--- src/rtl/mmio_uart_tx_if.sv ---
// Processor MEM-stage load/store port as seen by the memory-mapped UART transmitter.
interface mmio_uart_tx_if;
  logic        MemWrite;
  logic        MemRead;
  logic [31:0] Address;
  logic [31:0] WriteData;
  logic [31:0] ReadData;

  modport master (output MemWrite, output MemRead, output Address, output WriteData,
                  input  ReadData);
  modport slave  (input  MemWrite, input  MemRead, input  Address, input  WriteData,
                  output ReadData);
endinterface

--- src/rtl/mmio_uart_tx.sv ---
// Memory-mapped 8N1 UART transmitter: store bytes to DATA_ADDR, they queue in a small
// FIFO and are shifted out LSB first; STATUS_ADDR reports overflow/count/busy/full.
module mmio_uart_tx #(
  parameter int unsigned CLKS_PER_BIT = 16,
  parameter int unsigned FIFO_DEPTH   = 4,
  parameter logic [31:0] DATA_ADDR    = 32'hFFFF0000,
  parameter logic [31:0] STATUS_ADDR  = 32'hFFFF0004
) (
  input  logic           clk,
  input  logic           reset,
  mmio_uart_tx_if.slave  bus,
  output logic           tx,
  output logic           busy
);

  localparam int unsigned PW = $clog2(FIFO_DEPTH);
  localparam int unsigned CW = $clog2(FIFO_DEPTH + 1);
  localparam logic [15:0] BAUD_RELOAD = 16'(CLKS_PER_BIT - 1);

  typedef enum logic [1:0] {IDLE, START, DATA, STOP} state_t;

  state_t        state;
  logic [7:0]    mem [FIFO_DEPTH];
  logic [PW-1:0] wrPtr, rdPtr;
  logic [CW-1:0] count;
  logic [15:0]   baudCnt;
  logic [2:0]    bitIdx;
  logic [7:0]    shiftReg;
  logic          overflow;

  logic          dataSel, statusSel, full, push, pop;
  logic [4:0]    countWide;
  logic [2:0]    countSat;
  logic          unusedBits;

  assign dataSel    = (bus.Address == DATA_ADDR);
  assign statusSel  = (bus.Address == STATUS_ADDR);
  assign full       = (count == CW'(FIFO_DEPTH));
  assign push       = bus.MemWrite && dataSel && !full;
  assign pop        = (state == IDLE) && (count != '0);
  assign countWide  = 5'(count);
  assign countSat   = (countWide > 5'd7) ? 3'd7 : countWide[2:0];
  assign unusedBits = ^bus.WriteData[31:8];

  always_comb begin
    busy = (state != IDLE) || (count != '0);
  end

  always_comb begin
    bus.ReadData = '0;
    if (bus.MemRead && statusSel)
      bus.ReadData = {26'b0, overflow, countSat, busy, full};
  end

  // Storage carries no reset; only pointers and count define occupancy.
  always_ff @(posedge clk) begin
    if (push)
      mem[wrPtr] <= bus.WriteData[7:0];
  end

  always_ff @(posedge clk or negedge reset) begin
    if (!reset) begin
      wrPtr    <= '0;
      count    <= '0;
      overflow <= 1'b0;
    end else begin
      if (push)
        wrPtr <= wrPtr + 1'b1;
      case ({push, pop})
        2'b10:   count <= count + 1'b1;
        2'b01:   count <= count - 1'b1;
        default: count <= count;
      endcase
      if (bus.MemWrite && dataSel && full)
        overflow <= 1'b1;
      else if (bus.MemWrite && statusSel)
        overflow <= 1'b0;
    end
  end

  always_ff @(posedge clk or negedge reset) begin
    if (!reset) begin
      state    <= IDLE;
      tx       <= 1'b1;
      baudCnt  <= '0;
      bitIdx   <= '0;
      shiftReg <= '0;
      rdPtr    <= '0;
    end else begin
      case (state)
        IDLE: begin
          if (pop) begin
            shiftReg <= mem[rdPtr];
            rdPtr    <= rdPtr + 1'b1;
            baudCnt  <= BAUD_RELOAD;
            tx       <= 1'b0;
            state    <= START;
          end
        end
        START: begin
          if (baudCnt == '0) begin
            baudCnt <= BAUD_RELOAD;
            bitIdx  <= '0;
            tx      <= shiftReg[0];
            state   <= DATA;
          end else begin
            baudCnt <= baudCnt - 16'd1;
          end
        end
        DATA: begin
          if (baudCnt == '0) begin
            baudCnt <= BAUD_RELOAD;
            if (bitIdx == 3'd7) begin
              tx    <= 1'b1;
              state <= STOP;
            end else begin
              bitIdx <= bitIdx + 3'd1;
              tx     <= shiftReg[bitIdx + 3'd1];
            end
          end else begin
            baudCnt <= baudCnt - 16'd1;
          end
        end
        STOP: begin
          if (baudCnt == '0)
            state <= IDLE;
          else
            baudCnt <= baudCnt - 16'd1;
        end
        default: state <= IDLE;
      endcase
    end
  end

endmodule

--- src/flat_wrapper.sv ---
// flat-port wrapper written by rule: the top's interface ports become plain ports
module mmio_uart_tx_flat 
#(
  parameter int unsigned CLKS_PER_BIT = 16,
  parameter int unsigned FIFO_DEPTH   = 4,
  parameter logic [31:0] DATA_ADDR    = 32'hFFFF0000,
  parameter logic [31:0] STATUS_ADDR  = 32'hFFFF0004
)
  (clk, reset, tx, busy, bus_MemWrite, bus_MemRead, bus_Address, bus_WriteData, bus_ReadData);
  mmio_uart_tx_if bus_i ();
  input  logic clk;
  input  logic reset;
  output logic tx;
  output logic busy;
  input wire logic [$bits(bus_i.MemWrite)-1:0] bus_MemWrite;
  input wire logic [$bits(bus_i.MemRead)-1:0] bus_MemRead;
  input wire logic [$bits(bus_i.Address)-1:0] bus_Address;
  input wire logic [$bits(bus_i.WriteData)-1:0] bus_WriteData;
  output wire logic [$bits(bus_i.ReadData)-1:0] bus_ReadData;
  assign bus_i.MemWrite = bus_MemWrite;
  assign bus_i.MemRead = bus_MemRead;
  assign bus_i.Address = bus_Address;
  assign bus_i.WriteData = bus_WriteData;
  assign bus_ReadData = bus_i.ReadData;
  mmio_uart_tx #(.CLKS_PER_BIT(CLKS_PER_BIT), .FIFO_DEPTH(FIFO_DEPTH), .DATA_ADDR(DATA_ADDR), .STATUS_ADDR(STATUS_ADDR)) u_core (.clk(clk), .reset(reset), .bus(bus_i), .tx(tx), .busy(busy));
endmodule
--- config.mk ---
export PLATFORM = sky130hd
export DESIGN_NAME = mmio_uart_tx_flat
export DESIGN_NICKNAME = d
export VERILOG_FILES = /design/src/rtl/mmio_uart_tx_if.sv /design/src/rtl/mmio_uart_tx.sv /design/src/flat_wrapper.sv
export SDC_FILE = /design/constraint.sdc
export NUM_CORES = 1
export LEC_CHECK = 0
export CAP_MARGIN = 10
export CORE_MARGIN = 8
export CORE_UTILIZATION = 55
export CTS_CLUSTER_SIZE = 8
export DETAILED_ROUTE_END_ITERATION = 16
export DONT_BUFFER_PORTS = 1
export PLACE_DENSITY = 0.7
export SETUP_SLACK_MARGIN = 0.1
export SYNTH_ARGS = -nofsm -noshare
export SYNTH_HDL_FRONTEND = slang
export SYNTH_SLANG_ARGS = --single-unit
--- constraint.sdc ---
create_clock -name clk -period 4.35 [get_ports clk]
set_input_delay 0 -clock clk [delete_from_list [all_inputs] [get_ports clk]]
set_output_delay 0 -clock clk [all_outputs]
set_load 0.01 [all_outputs]
Word level (Yosys, flattened, before mapping):

Memories as Yosys holds them, arrays and structs flattened. A register that Yosys moved wholly into a read port is not among the register bits.
Index checks and enable logic that the tools add are counted.

* output and inout port bits: 34
* RAM bits: 32
* memories: 1
* logic and storage cells: 84
* register bits: 30
* input bits: 68

* magnitude comparators: 2
* $add $sub $neg: 6
* multiplexer cells: 28
* eq/ne operators: 16
* reductions and logical operators: 23

Memory list
* u_core.mem: words 4, width 8, read ports 1, clocked after memory_dff 1, wr ports 1, line mmio_uart_tx.sv:23 `logic [7:0] mem [FIFO_DEPTH];`

Operators by type and width (count)
* equality test 32 bit, second input constant: 2
* 2-to-1 mux 16 bit: 3
* one-hot mux 16 bit (3 select lines): 1
* logical NOT 16 bit: 1
* subtractor 16 x 1 -> 16 bit, second input constant: 1
* 2-to-1 mux 3 bit: 4
* one-hot mux 3 bit (2 select lines): 2
* 2-to-1 mux 2 bit: 5
* != test 2 x 1 -> 1 bit, second input constant: 5
* 2-to-1 mux 1 bit: 9
* one-hot mux 2 bit (4 select lines): 1
* AND reduction 4 bit: 2
* nonzero test 2 bit: 4
* adder 3 x 1 -> 3 bit, second input constant: 2
* equality test 2 bit, second input constant: 3
* equality test 3 bit, second input constant: 2
* logical AND 1 bit: 6
* 2-to-1 mux 6 bit: 1
* nonzero test 3 bit: 2
* AND reduction 5 bit: 1
* adder 2 x 1 -> 2 bit, second input constant: 2
* equality test 2 x 1 -> 1 bit, second input constant: 2
* less-than comparator 3 x 4 -> 1 bit, second input constant: 1
* != test 2 bit, second input constant: 2
* other kinds (9): 11

Longest topological paths before layout:

Gate-level depths: netlist (run 1).

* word-level depth: 6
* gate-level depth with buffers: 10
* depth with buffers taken out: 10

Worst setup path before layout (run 1):

No wires, ideal clock.

* path type: input-to-reg
* start point: in bus_Address[11]
* end point: reg u_core.count[2]
* cell stages on the path: 10
* path buffers: 0
* arrival: 1.866 ns
* library setup time: 0.127 ns
* slack: 2.357 ns
* path through: nor4b_1 -> nand4_1 -> nor3_1 -> nand2_1 -> ha_1 -> inv_1 -> fa_1 -> xor2_1 -> nor2_1 -> xor2_1

* longest elaborated chain between the ends: 5
* elaborated cells on any way between the ends: 7
* those cells by class: eq/ne: 3; mux: 1; reduce/logical: 3

RTL lines
* start, declared: line flat_wrapper.sv:17 `input wire logic [$bits(bus_i.Address)-1:0] bus_Address;`
* equality test 32 bit *: line mmio_uart_tx.sv:36 `assign dataSel = (bus.Address == DATA_ADDR);`
* logical AND 1 bit * (2 in series): line mmio_uart_tx.sv:39 `assign push = bus.MemWrite && dataSel && !full;`
* equality test 2 x 1 -> 1 bit / equality test 2 bit (equally long branches): line mmio_uart_tx.sv:69 `case ({push, pop})`
* one-hot mux 3 bit (2 select lines) / nonzero test 2 bit (equally long branches)
* end signal, assigned: line mmio_uart_tx.sv:70 `2'b10: count <= count + 1'b1;`
* end signal, assigned: line mmio_uart_tx.sv:71 `2'b01: count <= count - 1'b1;`
* end signal, assigned: line mmio_uart_tx.sv:72 `default: count <= count;`
* end, declared: line mmio_uart_tx.sv:25 `logic [CW-1:0] count;`

Mark *: on every way between the ends. The rest lies on a longest branch, timed or not.
A chain may end at the register's enable or synchronous reset.

Worst setup path in the final report (run 1):

* start point: reg u_core.state[1]
* end point: reg u_core.baudCnt[2]

* longest elaborated chain between the ends: 4
* elaborated cells on any way between the ends: 10
* those cells by class: eq/ne: 5; mux: 1; reduce/logical: 4

RTL lines
* start, declared: line mmio_uart_tx.sv:22 `state_t state;`
* start signal, assigned: line mmio_uart_tx.sv:83 `state <= IDLE;`
* start signal, assigned: line mmio_uart_tx.sv:97 `state <= START;`
* start signal, assigned: line mmio_uart_tx.sv:105 `state <= DATA;`
* logical NOT 2 bit: line mmio_uart_tx.sv:40, mmio_uart_tx.sv:90
* logical AND 1 bit: line mmio_uart_tx.sv:40 `assign pop = (state == IDLE) && (count != '0);`
* != test 2 x 1 -> 1 bit (no source line)
* AND reduction 2 bit (no source line)
* end signal, assigned: line mmio_uart_tx.sv:107 `baudCnt <= baudCnt - 16'd1;`
* end signal, assigned: line mmio_uart_tx.sv:121 `baudCnt <= baudCnt - 16'd1;`
* end signal, assigned: line mmio_uart_tx.sv:128 `baudCnt <= baudCnt - 16'd1;`
* end, declared: line mmio_uart_tx.sv:26 `logic [15:0] baudCnt;`

Parallel ways exist; a longest one is shown, timed or not.

==> results of run 1 <==
## flip-flops by register name (all words and copies together) (netlist names)
register	flops
u_core.tx	1
u_core.mem	32
u_core.count	3
u_core.wrPtr	2
u_core.state	2
u_core.rdPtr	2
u_core.overflow	1
u_core.bitIdx	3
u_core.baudCnt	16
u_core.shiftReg	8
## where the power goes
| group | leakage [nW] | total, mW | internal (mW) | switching [mW] |
|---|---|---|---|---|
| Sequential | 0.755 | 0.844 | 0.766 | 0.0782 |
| Clock | 0.112 | 0.598 | 0.332 | 0.266 |
| Combinational | 0.764 | 0.318 | 0.173 | 0.145 |
## cell type report
cell class              count  share of cell area
flip-flops and latches     70               0.481
clock buffers               9              0.0312
well taps                  77              0.0242
clock inverters             7              0.0264
multi-input cells         202               0.390
inverters                  13              0.0123
repair buffers             13              0.0346
## cell families after synthesis
group	count (synthesis)	share of synthesized area
XOR/XNOR	13	0.0313
AO/OA/AOI/OAI	40	0.0767
AND/OR/NAND/NOR	89	0.149
multiplexers	21	0.0952
flip-flops	70	0.526
buffers and inverters	45	0.0742
adder cells (fa/ha/maj)	13	0.0468
other	1	0.00103
## cell usage after synthesis (all sizes together) (2+ instances only)
library cell,number
dfrtp,37
edfxtp,32
buf,28
nor2,20
nand2,14
ha,12
inv,12
a21oi,11
mux4,10
nor3,10
mux2,9
nor4,9
xor2,9
o21ai,7
nand4,6
a22o,5
and3,5
and2,4
clkbuf,4
nand3,4
nor4b,4
o31ai,4
xnor2,4
a22oi,3
a31oi,3
and4,3
and4b,3
o22a,3
mux2i,2
or4,2
## layer usage
layer	GRT usage	vias to the layer above	routed length [um]
met3	0.0519	4	365
met4	0.0420	0	38
met2	0.240	42	3470
met5	0	-	0
li1	-	1072	-
met1	0.174	1096	2890
## worst max-delay path: cells and delay by family, from the launching register on
family / cells / cell delay (ns)
simple gates: 3 / 0.84
buf+inv: 2 / 0.55
fa+ha+maj: 1 / 0.42
flops: 1 / 0.41
compound gates: 1 / 0.18
## worst min-delay path by stage
| stage | start | endpoint | depth (start not counted) |
|---|---|---|---|
| floorplan | reset | u_core.baudCnt[0]$_DFFE_PN0P_ | 0 |
| global placement | reset | u_core.baudCnt[11]$_DFFE_PN0P_ | 0 |
| detailed placement | reset | u_core.baudCnt[11]$_DFFE_PN0P_ | 0 |
| CTS | bus_MemWrite | u_core.wrPtr[0]$_DFFE_PN0P_ | 4 |
| global route | bus_MemWrite | u_core.wrPtr[0]$_DFFE_PN0P_ | 4 |
| finish | bus_MemWrite | u_core.wrPtr[0]$_DFFE_PN0P_ | 4 |
==> flow_summary_export.csv, run 1 <==
group,metric,value,unit
status,status,"complete, no violations",
worst_setup_path,end_kind,"flop",
global_route,grt_pass1_vias,2225,
run,maxCapViolations,0,
hold_path,hold_class,"in -> reg",
placement,post_dp_cell_area,0.00362,mm2
clocking,worstSkewPairLatency,0.34,ns
power_and_ir_drop,power_density,443,mW/mm2
synth,synth_flop_cell,"dfrtp_1",
synth,synth_area_leaders,"edfxtp_1 26%, dfrtp_1 25%, mux4_2 6.2%",
global_route,grt_pass1_wl,11300,um
timing,fin_hold_ws,0.0480,ns
layout,final-seq-area,0.00191,mm2
timing,fmax,0.397,GHz
layout,num-fill-cells,485,
placement,place_congestion,0.762,
worst_setup_path,worstPathMaxFanout,13,
routing,drtIter0Drc,73,
clocking,cts_resized,0,
clocking,cts_made_buffers,9,
routing,drc,0,
placement,post-place-ws,1.85,ns
synth,ys_warn_count,0,
synth,async_flop_share,0.543,
timing,tightest_slew,0.972,ns
synth,synth.largest_area_cell,"edfxtp_1",
synth,synth_edf_count,32,
timing,report.final.setup_viol,0,
worst_setup_path,r2r_cells,7,
timing,relSlewSlack,0.346,
worst_setup_path,r2r_end,"u_core.baudCnt[2]$_DFFE_PN0P_",
synth,syn_inst,292,
layout,final_cells,391,
timing,grt_setup_unrepaired,"false",
timing,setup_ws,1.83,ns
placement,dpl.cell_count,363,
worst_setup_path,worstSetupStartpoint,"u_core.state[1]$_DFFE_PN0P_",
layout,final_util,0.622,
layout,num-nets-final,390,
clocking,clock_path_buffers,2,
timing,post-route-period-util,0.579,
worst_setup_path,path_cells,"inv_1 > ha_1 > and2_1 > clkinv_1 > nand2_1 > nor2_1 > o22a_1",
worst_setup_path,worstSetupStartpointType,"flop",
synth,ys_seq_elements,70,
synth,seq_area_frac_synth,0.526,
layout,drive_above_1_share,0.156,
clocking,clock_sinks,70,
global_route,grt_usage,0.145,
routing,routed_wl,6770,um
power_and_ir_drop,vdd_drop_max,398,uV
layout,area_delta_synth_final,9.21,%
floorplan,core_area,0.00639,mm2
layout,diodes,0,
floorplan,die_h,97.4,um
clocking,cts_setup_buffers,0,
worst_setup_path,worstPathArrival,2.75,ns
placement,io_buffers,0,
layout,multi_input_area,0.00155,mm2
worst_setup_path,crit_required,4.58,ns
clocking,root_buffer,"clkbuf_8",
worst_setup_path,r2r_start,"u_core.state[1]$_DFFE_PN0P_",
global_route,antenna_found_initial,0,
floorplan,start_util,0.570,
clocking,cts_hold_buf,12,
worst_setup_path,crit_end,"u_core.baudCnt[2]$_DFFE_PN0P_",
worst_setup_path,path_class,"reg -> reg",
global_route,grt_overflow_total,0,
power_and_ir_drop,power,1.76,mW
placement,dp_hpwl,4840,um
synth,synth_top_area_frac,0.264,
layout,final_cell_area,0.00398,mm2
global_route,grt_max_degree,39,
timing,hold_viol,0,
timing,tns,0,ns
layout,mostFrequentLayoutCell,"dfrtp_1",
clocking,tritoncts,"done",
worst_setup_path,slowest_stage,"and2_1",
clocking,cts.clk_slew.worst_paths,0.08,ns
floorplan,dieArea,0.00948,mm2
synth,synthesis.area,0.00364,mm2
floorplan,rows,29,
routing,postRouteAntennaNets,0,
timing,slew_violations,0,
synth,avgSynthCellArea,12.5,um2
routing,routed_via_density,5.66,
floorplan,io_pins,102,
worst_setup_path,slowest_delay,0.45,ns
layout,final_cell_mix,"37 x dfrtp_1, 32 x edfxtp_1, 26 x conb_1, 20 x nor2_1, 14 x nand2_1",
timing,fin_skew,0.00284,ns
floorplan,die_w,97.4,um
worst_setup_path,ff2ff_setup_slack,1.83,ns
routing,post_drt_wl_per_cell,17.3,um
timing,period_minus_slack,2.52,ns
routing,num_vias,2214,
power_and_ir_drop,power.leakage,1.63,nW
clocking,ctsHtreeMaxLevel,3,
synth,ys_types,51,
routing,dr.pass1.iters,4,
No activity file was read; power rests on OpenSTA's default activity.
==> inputs of run 2 (changes only) <==
Clock period 4.35 ns to 2.35 ns, I/O delays scaled along.
==> run 2 against run 1 <==
- non-clock buffer count grew 8
- fmax grew 20%
- combinational power grew 93%
- clock-buffer cell count is the same
- via count grew 6.1%
- utilization grew 0.82 points
- largest power group unchanged
- cell count grew 2.0%
- first-iteration DRC count grew 51%
- largest cell class unchanged
- design area grew 1.3%
- clock skew grew 0.0036 ns
- worst setup slack lost 1.6 ns
- register-to-register slack lost 1.6 ns
==> flow_summary_export.csv, run 2 (synthesized netlist as in run 1, its figures left out) <==
group,metric,value,unit
timing,tns,0,ns
worst_setup_path,worstSetupStartpointType,"flop",
placement,place_congestion,0.748,
power_and_ir_drop,power,3.19,mW
clocking,clock_sinks,70,
worst_setup_path,crit_required,2.64,ns
floorplan,die_w,97.4,um
layout,mostFrequentLayoutCell,"dfrtp_1",
floorplan,dieArea,0.00948,mm2
global_route,grt_pass1_wl,11700,um
layout,diodes,0,
worst_setup_path,r2r_cells,5,
timing,fmax,0.475,GHz
worst_setup_path,path_class,"reg -> reg",
global_route,grt_pass1_vias,2406,
timing,fin_skew,0.00641,ns
layout,multi_input_area,0.00156,mm2
power_and_ir_drop,power.leakage,1.66,nW
placement,dp_hpwl,5020,um
routing,dr.pass1.iters,5,
global_route,antenna_found_initial,0,
clocking,worstSkewPairLatency,0.35,ns
worst_setup_path,r2r_start,"u_core.baudCnt[4]$_DFFE_PN0P_",
layout,reg_top3,"u_core.mem (32), u_core.baudCnt (16), u_core.shiftReg (8)",
floorplan,die_h,97.4,um
power_and_ir_drop,power_density,793,mW/mm2
run,maxCapViolations,0,
timing,post-route-period-util,0.896,
worst_setup_path,worstPathArrival,2.40,ns
status,status,"complete, no violations",
timing,report.final.setup_viol,0,
global_route,grt_overflow_total,0,
timing,relSlewSlack,0.623,
floorplan,rows,29,
timing,tightest_slew,0.565,ns
timing,hold_viol,0,
timing,grt_setup_unrepaired,"false",
worst_setup_path,worstPathMaxFanout,5,
routing,num_vias,2349,
global_route,grt_usage,0.152,
layout,largest_reg_flops,32,
layout,largest-register,"u_core.mem",
layout,final-seq-area,0.00191,mm2
clocking,cts.clk_slew.worst_paths,0.08,ns
layout,area_delta_synth_final,10.7,%
layout,drive_above_1_share,0.196,
layout,final_cell_mix,"37 x dfrtp_1, 32 x edfxtp_1, 26 x conb_1, 19 x nor2_1, 14 x nand2_1",
power_and_ir_drop,vdd_drop_max,745,uV
routing,postRouteAntennaNets,0,
floorplan,start_util,0.570,
timing,period_minus_slack,2.11,ns
global_route,grt_max_degree,39,
timing,slew_violations,0,
worst_setup_path,ff2ff_setup_slack,0.24,ns
layout,num-nets-final,398,
clocking,ctsHtreeMaxLevel,3,
layout,final_util,0.631,
layout,num-fill-cells,482,
routing,routed_via_density,5.89,
routing,routed_wl,7150,um
routing,post_drt_wl_per_cell,17.9,um
worst_setup_path,end_kind,"flop",
placement,io_buffers,0,
clocking,clock_path_buffers,2,
worst_setup_path,r2r_end,"u_core.baudCnt[11]$_DFFE_PN0P_",
routing,drc,0,
clocking,cts_made_buffers,9,
hold_path,hold_class,"in -> async",
floorplan,io_pins,102,
clocking,root_buffer,"clkbuf_8",
routing,drtIter0Drc,110,
clocking,tritoncts,"done",
floorplan,core_area,0.00639,mm2
[run 2: how the worst max path moves through the flow]
stage                                  start                             end  slack (ns)  depth (start not counted)
2_1_floorplan                bus_Address[11]     u_core.count[2]$_DFFE_PN0P_        0.36                         10
3_3_place_gp   u_core.baudCnt[4]$_DFFE_PN0P_  u_core.baudCnt[11]$_DFFE_PN0P_        0.27                          5
3_5_place_dp   u_core.baudCnt[0]$_DFFE_PN0P_  u_core.baudCnt[13]$_DFFE_PN0P_        0.19                          8
4_1_cts        u_core.baudCnt[0]$_DFFE_PN0P_  u_core.baudCnt[14]$_DFFE_PN0P_        0.20                          8
5_1_grt          u_core.count[0]$_DFFE_PN0P_     u_core.count[2]$_DFFE_PN0P_        0.12                          9
6_report       u_core.baudCnt[4]$_DFFE_PN0P_  u_core.baudCnt[11]$_DFFE_PN0P_        0.24                          5
[run 2: timing repair]
item | 4_1_cts | 5_1_grt
resized for setup | 0 | 6
setup endpoints to repair | 0 | 9
setup buffers | 0 | 0
endpoints found under the hold margin | 72 | 0
hold buffers | 12 | 0
[run 2: metal layers]
| metal | up-vias | global-route usage | wire, um |
|---|---|---|---|
| met2 | 55 | 0.268 | 3860 |
| met1 | 1188 | 0.165 | 2830 |
| met4 | 0 | 0.0559 | 98 |
| li1 | 1094 | - | - |
| met3 | 12 | 0.0484 | 362 |
| met5 | - | 0 | 0 |
[run 2: stage by stage]
| stage | std cells | area, um2 | worst slack (ns) | hold WS [ns] |
|---|---|---|---|---|
| floorplan | 317 | 3730 | 0.357 | -0.296 |
| global placement | 371 | 3680 | 0.271 | -0.294 |
| detailed placement | 371 | 3680 | 0.192 | -0.294 |
| CTS | 399 | 4010 | 0.200 | 0.118 |
| global route | 399 | 4030 | 0.124 | 0.140 |
| finish | 399 | 4030 | 0.244 | 0.111 |
[run 2: cell type report]
type                       instances  area share
sequential                        70       0.475
tap                               77      0.0239
clock inverter                     7      0.0199
inverter                          13      0.0130
multi-input combinational        202       0.388
clock buffer                       9      0.0308
timing repair buffer              21      0.0491
[run 2: power breakdown]
part / switching [mW] / internal, mW / total (mW) / leakage (nW)
combinational: 0.280 / 0.333 / 0.613 / 0.801
clock: 0.512 / 0.507 / 1.02 / 0.103
sequential: 0.146 / 1.42 / 1.56 / 0.755
total: 0.938 / 2.26 / 3.19 / 1.66
[run 2: critical path: stages, from the launching register on]
cell	delay, ns
dfrtp_1	0.44
or4_4	0.56
nor4_4	0.33
nand3_2	0.15
or4_4	0.43
a21oi_2	0.13
==> inputs of run 3 (changes only) <==
Settings changed: PLACE_DENSITY 0.7 to 0.66.
==> run 3 against run 2 <==
- first-iteration DRC count down 26%
- largest cell class unchanged
- clock skew rose by 0.0036 ns
- non-clock buffer count unchanged
- combinational power down 2%
- largest power group unchanged
- clock power fell by 9.6%
- global-route usage fell by 0.54 points
- wire length fell by 4.9%
==> flow_summary_export.csv, run 3 (synthesized netlist as in run 1, its figures left out) <==
group,metric,value,unit
layout,largest-register,"u_core.mem",
layout,final-seq-area,0.00191,mm2
global_route,antenna_found_initial,0,
timing,tightest_slew,0.596,ns
clocking,clock_sinks,70,
timing,grt_setup_unrepaired,"false",
run,maxCapViolations,0,
routing,num_vias,2243,
timing,post-route-period-util,0.894,
worst_setup_path,worstSetupStartpointType,"flop",
timing,tns,0,ns
layout,reg_top3,"u_core.mem (32), u_core.baudCnt (16), u_core.shiftReg (8)",
routing,top_layer_used,"met4",
global_route,grt_pass1_wl,11300,um
power_and_ir_drop,vdd_drop_max,504,uV
clocking,root_buffer,"clkbuf_8",
timing,relSlewSlack,0.602,
routing,routed_wl,6800,um
worst_setup_path,r2r_start,"u_core.baudCnt[4]$_DFFE_PN0P_",
floorplan,start_util,0.570,
worst_setup_path,slowest_stage,"or4_4",
routing,dr_wl_met2,3330,um
worst_setup_path,end_kind,"flop",
global_route,grt_max_degree,39,
worst_setup_path,r2r_cells,5,
worst_setup_path,worstPathArrival,2.38,ns
worst_setup_path,path_delay_family,"simple AND/OR/NAND/NOR gates",
timing,hold_viol,0,
layout,drive_above_1_share,0.196,
timing,report.final.setup_viol,0,
floorplan,rows,29,
status,status,"complete, no violations",
worst_setup_path,slowest_delay,0.55,ns
routing,routed_via_density,5.62,
routing,postRouteAntennaNets,0,
clocking,cts_setup_buffers,0,
routing,drtIter0Drc,81,
layout,mostFrequentLayoutCell,"dfrtp_1",
clocking,cts_made_buffers,9,
placement,post_dp_cell_area,0.00368,mm2
floorplan,dieArea,0.00948,mm2
layout,area_delta_synth_final,10.1,%
routing,drc,0,
placement,place_congestion,0.749,
timing,slew_violations,0,
layout,final_cell_area,0.00401,mm2
layout,multi_input_area,0.00156,mm2
global_route,grt_usage,0.146,
layout,num-fill-cells,480,
clocking,tritoncts,"done",
clocking,worstSkewPairLatency,0.35,ns
placement,dp_hpwl,4800,um
timing,fmax,0.476,GHz
routing,met1_length,3000,um
power_and_ir_drop,power_density,769,mW/mm2
worst_setup_path,worstPathMaxFanout,5,
power_and_ir_drop,power.leakage,1.65,nW
timing,period_minus_slack,2.10,ns
worst_setup_path,path_common_cell,"or4_4",
worst_setup_path,path_cells,"or4_4 > nor4_4 > nand3_2 > or4_4 > a21oi_2",
clocking,ctsHtreeMaxLevel,3,
layout,final_cell_mix,"37 x dfrtp_1, 32 x edfxtp_1, 26 x conb_1, 19 x nor2_1, 14 x nand2_1",
routing,post_drt_wl_per_cell,17.0,um
timing,fin_skew,0.0101,ns
worst_setup_path,path_class,"reg -> reg",
floorplan,core_area,0.00639,mm2
routing,wl_met3,378,um
clocking,cts.clk_slew.worst_paths,0.08,ns
worst_setup_path,cp_num_buf_inv,0,
hold_path,hold_class,"in -> async",
layout,num-nets-final,398,
worst_setup_path,ff2ff_setup_slack,0.25,ns
layout,largest_reg_flops,32,
layout,diodes,0,
global_route,grt_pass1_vias,2261,
floorplan,die_h,97.4,um
clocking,clock_path_buffers,2,
worst_setup_path,crit_required,2.63,ns
routing,dr.pass1.iters,4,
placement,io_buffers,0,
worst_setup_path,r2r_end,"u_core.baudCnt[11]$_DFFE_PN0P_",
global_route,grt_overflow_total,0,
floorplan,io_pins,102,
floorplan,die_w,97.4,um
[run 3: changes by cell type in the layout (fill, tap and decap cells not counted)]
cell | before | now
bufinv_16 | 1 | 0
inv_6 | 3 | 4
clkinv_2 | 1 | 0
clkinvlp_4 | 2 | 3
[run 3: worst max path at each step]
| stage | start | endpoint | slack [ns] | depth (start not counted) |
|---|---|---|---|---|
| final | u_core.baudCnt[4]$_DFFE_PN0P_ | u_core.baudCnt[11]$_DFFE_PN0P_ | 0.25 | 5 |
| after global routing | u_core.baudCnt[0]$_DFFE_PN0P_ | u_core.state[1]$_DFFE_PN0P_ | 0.14 | 8 |
| after CTS | u_core.baudCnt[0]$_DFFE_PN0P_ | u_core.baudCnt[13]$_DFFE_PN0P_ | 0.17 | 8 |
| after detailed placement | u_core.baudCnt[0]$_DFFE_PN0P_ | u_core.baudCnt[13]$_DFFE_PN0P_ | 0.18 | 8 |
| after global placement | u_core.state[0]$_DFFE_PN0P_ | u_core.baudCnt[2]$_DFFE_PN0P_ | 0.22 | 7 |
| after floorplan | bus_Address[11] | u_core.count[2]$_DFFE_PN0P_ | 0.36 | 10 |
[run 3: routing by layer]
metal,GRT usage,vias up
met2,0.232,59
met1,0.178,1085
met4,0.0559,0
met3,0.0505,7
met5,0,-
li1,-,1092
[run 3: worst reg2reg max path, delay by kind of cell (launching register included)]
family | cells | cell delay (ns)
flip-flops | 1 | 0.43
AND/OR/NAND/NOR | 4 | 1.47
AO/OA/AOI/OAI | 1 | 0.14
[run 3: area by class of cell]
class / instances / share of cell area
Clock inverter: 7 / 0.0153
Sequential cell: 70 / 0.477
Timing Repair Buffer: 21 / 0.0493
Inverter: 13 / 0.0131
Tap cell: 77 / 0.0240
Multi-Input combinational cell: 202 / 0.390
Clock buffer: 9 / 0.0309
[run 3: where the power goes]
group / switching (mW) / total (mW) / internal, mW
Sequential: 0.145 / 1.56 / 1.42
Clock: 0.517 / 0.922 / 0.405
Combinational: 0.274 / 0.599 / 0.326
[run 3: metrics by stage]
step                cells  setup WS, ns  hold slack [ns]  utilization  power (mW)
floorplan             317         0.357           -0.296            -        2.05
global placement      371         0.220           -0.294        0.576        2.13
detailed placement    371         0.182           -0.294        0.576        2.14
CTS                   399         0.165           0.0966        0.625        3.10
global route          399         0.144            0.138        0.628        3.24
finish                399         0.249            0.115        0.628        3.08
[run 3: timing repair]
action,in CTS,in global routing
resized for setup,0,6
endpoints found under the setup margin,0,10
endpoints found under the hold margin,72,0
hold buffers,12,0
